==> src/rtl/stage_sequencer.sv <==
// -----------------------------------------------------------------------------
// stage_sequencer
//
// Multi-cycle control sequencer for a simple non-pipelined processor. Each
// instruction walks through FETCH -> REG_READ -> ALU -> [MEM] -> [REG_WRITE]
// -> PC_UPDATE. A halt instruction parks the sequencer in HALTED until reset.
// Multiplies hold the ALU stage for MUL_LATENCY cycles.
//
// Parameters
//   MUL_LATENCY      cycles spent in ALU for a multiply (legal range 1..15)
//
// Ports
//   clk              single clock, all state updates on its rising edge
//   rst              asynchronous, active-high reset
//   mem_ready        memory acknowledge for the current mem_req
//   alu_operation    decoded ALU op; `ALU_OP_MUL selects multi-cycle timing
//   instr_is_load    decoded instruction class bits; required stable from
//   instr_is_store     REG_READ through PC_UPDATE
//   instr_writes_reg
//   instr_is_halt
//   stage            current stage (`STAGE_* encoding), registered
//   mem_req          memory request (FETCH and MEM)
//   mem_write        write qualifier for mem_req (stores in MEM only)
//   instr_reg_en     instruction register load strobe (FETCH, mem_ready cycle)
//   reg_write_en     register file write strobe (REG_WRITE)
//   pc_write_en      program counter load strobe (PC_UPDATE)
//   halted           sticky halt indicator
//   instr_count      number of retired instructions, wraps at 2^32
// -----------------------------------------------------------------------------

`ifndef STAGE_FETCH
`define STAGE_FETCH     3'd0
`endif
`ifndef STAGE_REG_READ
`define STAGE_REG_READ  3'd1
`endif
`ifndef STAGE_ALU
`define STAGE_ALU       3'd2
`endif
`ifndef STAGE_MEM
`define STAGE_MEM       3'd3
`endif
`ifndef STAGE_REG_WRITE
`define STAGE_REG_WRITE 3'd4
`endif
`ifndef STAGE_PC_UPDATE
`define STAGE_PC_UPDATE 3'd5
`endif
`ifndef STAGE_HALTED
`define STAGE_HALTED    3'd6
`endif
`ifndef ALU_OP_ADD
`define ALU_OP_ADD      3'd0
`endif
`ifndef ALU_OP_MUL
`define ALU_OP_MUL      3'd2
`endif

module stage_sequencer #(
  parameter int unsigned MUL_LATENCY = 4
) (
  input  logic        clk,
  input  logic        rst,
  input  logic        mem_ready,
  input  logic [2:0]  alu_operation,
  input  logic        instr_is_load,
  input  logic        instr_is_store,
  input  logic        instr_writes_reg,
  input  logic        instr_is_halt,
  output logic [2:0]  stage,
  output logic        mem_req,
  output logic        mem_write,
  output logic        instr_reg_en,
  output logic        reg_write_en,
  output logic        pc_write_en,
  output logic        halted,
  output logic [31:0] instr_count
);

  typedef enum logic [2:0] {
    FETCH     = `STAGE_FETCH,
    REG_READ  = `STAGE_REG_READ,
    ALU       = `STAGE_ALU,
    MEM       = `STAGE_MEM,
    REG_WRITE = `STAGE_REG_WRITE,
    PC_UPDATE = `STAGE_PC_UPDATE,
    HALTED    = `STAGE_HALTED
  } state_t;

  // Last value of the multiply counter before leaving ALU.
  localparam logic [3:0] MUL_LAST = 4'(MUL_LATENCY - 1);

  state_t     state;
  state_t     state_next;
  logic [3:0] mul_count;
  logic       alu_done;
  logic       mem_ack;

  // A multiply stays in ALU until the counter reaches MUL_LAST; every other
  // operation spends exactly one cycle there.
  assign alu_done = (alu_operation != `ALU_OP_MUL) || (mul_count == MUL_LAST);

  // mem_req is low in the first cycle after reset, so a mem_ready arriving
  // then is not an acknowledge and must not advance FETCH.
  assign mem_ack = mem_req && mem_ready;

  // ---------------------------------------------------------------------------
  // Next-state function
  // ---------------------------------------------------------------------------
  always_comb begin
    // NOTE: default assignment first so no path through this block leaves
    // state_next unassigned, which would otherwise infer a latch.
    state_next = state;
    unique case (state)
      FETCH:     if (mem_ack) state_next = REG_READ;
      REG_READ:  state_next = instr_is_halt ? HALTED : ALU;
      ALU: begin
        if (alu_done) begin
          if (instr_is_load || instr_is_store) state_next = MEM;
          else if (instr_writes_reg)           state_next = REG_WRITE;
          else                                 state_next = PC_UPDATE;
        end
      end
      // Load wins when both load and store are set.
      MEM:       if (mem_ack) state_next = instr_is_load ? REG_WRITE : PC_UPDATE;
      REG_WRITE: state_next = PC_UPDATE;
      PC_UPDATE: state_next = FETCH;
      HALTED:    state_next = HALTED;
      default:   state_next = FETCH;
    endcase
  end

  // ---------------------------------------------------------------------------
  // State, counters and registered outputs. Outputs are derived from the
  // next state so they line up with the stage they belong to.
  // ---------------------------------------------------------------------------
  always_ff @(posedge clk or posedge rst) begin
    if (rst) begin
      state        <= FETCH;
      mul_count    <= '0;
      instr_count  <= '0;
      halted       <= 1'b0;
      mem_req      <= 1'b0;
      mem_write    <= 1'b0;
      reg_write_en <= 1'b0;
      pc_write_en  <= 1'b0;
    end else begin
      // NOTE: non-blocking assignments so every register samples the values
      // from before this edge, independent of statement order.
      state <= state_next;

      // Counter runs only while a multiply stays in ALU; anything else clears
      // it, so it is always zero on ALU entry.
      if (state == ALU && state_next == ALU) mul_count <= mul_count + 4'd1;
      else                                   mul_count <= '0;

      if (state == PC_UPDATE) instr_count <= instr_count + 32'd1;

      mem_req      <= (state_next == FETCH) || (state_next == MEM);
      mem_write    <= (state_next == MEM) && instr_is_store && !instr_is_load;
      reg_write_en <= (state_next == REG_WRITE);
      pc_write_en  <= (state_next == PC_UPDATE);
      halted       <= (state_next == HALTED);
    end
  end

  // The instruction register must capture on the same edge that sees the
  // acknowledge, so this strobe is the one output qualified by mem_ready.
  assign instr_reg_en = (state == FETCH) && mem_ack;

  assign stage = state;

endmodule

==> config.mk <==
export PLATFORM = sky130hd
export DESIGN_NAME = stage_sequencer
export DESIGN_NICKNAME = d
export VERILOG_FILES = /design/src/rtl/stage_sequencer.sv
export SDC_FILE = /design/constraint.sdc
export NUM_CORES = 1
export LEC_CHECK = 0
export ABC_AREA = 1
export CAP_MARGIN = 0
export CORE_UTILIZATION = 55
export DETAILED_ROUTE_END_ITERATION = 6
export GPL_TIMING_DRIVEN = 0
export PLACE_DENSITY_LB_ADDON = 0.05
export SLEW_MARGIN = 5
export SYNTH_ARGS = -nofsm -noshare
export SYNTH_HDL_FRONTEND = slang
export SYNTH_SLANG_ARGS = --single-unit
==> constraint.sdc <==
create_clock -name clk -period 2.4 [get_ports clk]
set_clock_uncertainty 0.15 [all_clocks]
set_input_delay 0.36 -clock clk [delete_from_list [all_inputs] [get_ports clk]]
set_output_delay 0.36 -clock clk [all_outputs]
set_load 0.02 [all_outputs]
---- After elaboration in Yosys (flattened, before gate mapping) ----
Index checks and enable logic that the tools add are counted.
cells by class
  muxes and demuxes ....................... 9
  reduce and logical (&&, ||, !) cells .... 11
  eq/ne operators ......................... 13
  add/sub/neg operators ................... 2
operators with widths
  operator                                       number
  adder 32 x 1 -> 32 bit, second input constant  1
  == test 3 bit, second input constant           6
  case mux 3 bit (6 select lines)                1
  2-to-1 mux 3 bit                               5
  == test 3 x 2 -> 1 bit, second input constant  4
  logical NOT 3 bit                              2
  logical AND 1 bit                              5
  adder 4 x 1 -> 4 bit, second input constant    1
  == test 4 x 2 -> 1 bit, second input constant  1
  2-to-1 mux 4 bit                               1
  == test 3 x 1 -> 1 bit, second input constant  1
  logical OR 1 bit                               3
  != test 3 x 2 -> 1 bit, second input constant  1
  2-to-1 mux 1 bit                               2
  logical NOT 1 bit                              1
word-level totals
  output and inout port bits .............. 41
  word-level logic and storage cells ...... 43
  bits in registers ....................... 44
  bits of input ports ..................... 10

---- Depth between registers and ports, before layout ----
  depth after elaboration ................. 7
  mapped depth ............................ 10
  depth with buffers taken out ............ 10

---- Least setup slack after synthesis ----
Ideal clock, no wire load.
  path type ............................... register to register
  from .................................... reg instr_count[0]
  to ...................................... reg instr_count[12]
  setup time .............................. 117 ps
  buffers on the path ..................... 0
  clock period less this slack ............ 1729 ps
  setup slack ............................. 671 ps
  stages on the path, launching flop included .. 9
  data arrival time ....................... 1461 ps
  data required time ...................... 2133 ps
  cell sequence ........................... dfrtp_1 -> ha_1 -> nand3_1 -> nor2_4 -> nand2_2 -> nor3_4 -> nand2_1 -> nand2_1 -> nand2_1
on the way
  cells in the longest elaborated chain, start to end .. 1
ends and longest elaborated chain
  item                    line  RTL
  from (decl)             77    output logic [31:0] instr_count
  from (signal assigned)  157   if (state == PC_UPDATE) instr_count <= instr_count + 32'd1;
  adder 32 x 1 -> 32 bit  157
Every way passes these cells.
A chain may end at the register's enable or synchronous reset.

---- Final worst setup path ----
  from .................................... reg state[1], in the netlist stage[1]
  to ...................................... out instr_reg_en
on the way
  cells in the longest elaborated chain, start to end .. 2
ends and longest elaborated chain
  item                    line  RTL
  from (decl)             93    state_t state;
  from (signal assigned)  150   state <= state_next;
  logical NOT 3 bit       169   assign instr_reg_en = (state == FETCH) && mem_ack;
  logical AND 1 bit       169
  to (decl)               73    output logic instr_reg_en,
Every way passes these cells.

==> flow_metrics.py <==
metrics = {
    "run_status": {
        "outcome": "completed",
    },
    "clock_tree": {
        "clk_transition_reported_paths_ps": 80,
        "cts_tree": "built",
        "cts_buffer_depth": 2,
        "post_cts_buffers": 0,
        "ctsHoldBuffers": 0,
        "htreeDepth": 2,
        "cts_num_sinks": 44,
        "clock_latency_ps": 290,
        "cts_made_buffers": 5,
        "clockRootBuffer": "clkbuf_8",
        "cts_resized": 0,
    },
    "floorplanning": {
        "die_h_um": 69.6,
        "die_area_sq_mm": 0.00484,
        "core_area_sq_mm": 0.00438,
        "ioPinCount": 51,
        "rows": 24,
        "dieWidth_um": 69.6,
        "start_util": 0.573,
    },
    "placement": {
        "hpwl_mm": 4.30,
        "placed_area_sq_mm": 0.00310,
        "port_buffers": 50,
        "gp_congestion": 0.877,
    },
    "power_and_ir_drop": {
        "finalPower_mw": 2.24,
        "p_leak_nw": 1.47,
        "ir_drop_mv": 0.703,
        "cellPowerDensity_mw_per_mm2": 702,
    },
    "finish": {
        "fin_area_sq_mm": 0.00320,
        "drive_above_1_share": 0.0823,
        "antenna_cells": 0,
        "seqCellArea_sq_mm": 0.00110,
        "multi_input_area_sq_mm": 0.00129,
        "area_growth_pct": 27.1,
        "fillers": 398,
        "nets": 413,
    },
    "synth": {
        "synth_largest_area_cell": "dfrtp_1",
        "syn_inst": 343,
        "synth_commonest_cells": "141 x nand2_1, 48 x nor2_1, 44 x dfrtp_1",
        "synth_enable_flop_cells": 0,
        "synth_area_per_cell_sq_um": 7.33,
        "synth_ff_type": "dfrtp_1",
        "yosysSeqAreaShare": 0.438,
        "synth_top_area_share": 0.438,
        "synth.most_common_cell": "nand2_1",
        "ys_async_sr_fraction": 1.00,
        "synthTopCellsByArea": "dfrtp_1 44%, nand2_1 21%, nor2_1 7.2%",
        "yosysUniqueCellTypes": 27,
        "synth_nets": 355,
        "yosys_warnings": 0,
        "synth_area_sq_mm": 0.00251,
        "ys_seq_elements": 44,
    },
    "drt": {
        "antenna_left": 0,
        "drtPass1Iterations": 4,
        "totalWireLength_mm": 5.59,
        "drc": 0,
        "vias_per_cell": 5.15,
        "wl_per_cell_um": 12.3,
        "vias": 2333,
        "drtIter0Drc": 147,
    },
    "global_routing": {
        "grt_use_met1": 0.313,
        "grt_use_met2": 0.449,
        "grt_busiest_layer": "met2",
        "grt_pass1_vias": 2242,
        "antenna_found_initial": 0,
        "grt_start_max_net_pins": 30,
        "grt_use_total": 0.254,
        "grt_pass1_wl_mm": 9.85,
        "grtUsageMet3": 0.0436,
        "globalRoute.totalOverflow": 0,
    },
    "timing": {
        "rsz0062_at_grt": "no",
        "timing.fmax_mhz": 441,
        "finalSetupTns_ps": 0,
        "final-hold-violation-count": 0,
        "period_share": 0.944,
        "layout_min_cycle_time_ps": 2270,
        "max-slew-margin-rel": 0.686,
        "drv_slew": 0,
        "setup-violations-final": 0,
        "holdWs_ps": 197,
        "worstMarginPinSlew_ps": 470,
    },
    "worst_hold_path": {
        "min_path_type": "input port to async pin",
    },
    "flow_run": {
        "drv_cap": 0,
    },
    "worst_setup_path": {
        "path_max_fanout": 6,
        "cp-end-kind": "output port",
        "arrival_ps": 1760,
        "cp.required_ps": 1890,
        "cp-start-kind": "register",
        "path_class": "register to output port",
    },
}
-- worst paths after layout --
check                      slack (ps)                       start                           to  depth (start not counted)
max                               130          stage[1]$_DFF_PP0_                 instr_reg_en                          4
min                               200                         rst  instr_count[24]$_DFFE_PP0N_                          2
max reg2reg                       620  instr_count[0]$_DFFE_PP0N_  instr_count[12]$_DFFE_PP0N_                          8
min reg2reg                       310      mul_count[0]$_DFF_PP0_       mul_count[0]$_DFF_PP0_                          1
max in group asynchronous        1440                         rst   instr_count[4]$_DFFE_PP0N_                          3
min in group clk                  310      mul_count[0]$_DFF_PP0_       mul_count[0]$_DFF_PP0_                          1
-- power breakdown --
group,switching (mW),leakage (nW),internal (mW),total (mW)
clock,0.243,0.0503,0.256,0.499
sequential,0.115,0.600,0.835,0.950
combinational,0.497,0.818,0.297,0.794
-- logic make-up (layout without fill, tap and decap cells) --
| logic type | count (synthesis) | in the layout | share of synthesized area |
|---|---|---|---|
| AO/OA/AOI/OAI | 9 | 9 | 0.0194 |
| flip-flops | 44 | 44 | 0.438 |
| AND/OR/NAND/NOR | 240 | 240 | 0.426 |
| buffers and inverters | 31 | 89 | 0.0473 |
| adder cells (fa/ha/maj) | 2 | 2 | 0.00995 |
| XOR/XNOR | 17 | 17 | 0.0592 |
-- flip-flops by register name (all words and copies together), names as in the netlist --
| signal | flops |
|---|---|
| instr_count | 32 |
| mem_req | 1 |
| pc_write_en | 1 |
| mem_write | 1 |
| stage | 3 |
| reg_write_en | 1 |
| mul_count | 4 |
| halted | 1 |
-- placed cells by master (no fill, tap or decap), types with 2 or more instances in the layout --
cell | Yosys | final
a21oi_1 | 3 | 3
nand2_1 | 141 | 141
o21ai_0 | 4 | 4
nor2_4 | 4 | 4
nor2_1 | 48 | 48
dfrtp_1 | 44 | 44
nand3_2 | 2 | 2
clkdlybuf4s50_1 | 0 | 50
inv_2 | 3 | 4
nand4_1 | 2 | 2
xor2_1 | 10 | 10
xnor2_1 | 7 | 7
inv_1 | 25 | 24
clkbuf_8 | 0 | 7
nand3_1 | 11 | 11
nand3b_1 | 12 | 12
nor2_2 | 5 | 5
nor3_1 | 6 | 6
nand2_2 | 5 | 5
ha_1 | 2 | 2
-- per-layer routing --
metal  up-vias  routed length [um]
li1       1173                   -
met1      1097                2410
met2        56                2870
met3         7                 219
met4         0                  88
met5         -                   0
-- worst max-delay path, cell delays in order (launching register included) --
cell,delay (ps)
dfrtp_1,440
inv_1,140
nand2_1,90
nor3_1,160
clkdlybuf4s50_1,640
-- cell type report --
type                       count  area share
timing repair buffer          51       0.163
tap                           52      0.0204
clock buffer                   7      0.0301
buffer                         2     0.00274
sequential                    44       0.345
multi-input combinational    268       0.405
inverter                      29      0.0345
-- per-stage QoR --
step | std cells | util | setup slack, ps
finish | 453 | 0.729 | 135
global route | 453 | 0.729 | 33.0
CTS | 453 | 0.729 | 134
detailed placement | 446 | 0.707 | 162
global placement | 445 | 0.702 | -52.5
floorplan | 343 | - | 671
(Power assumes the default switching activity.)
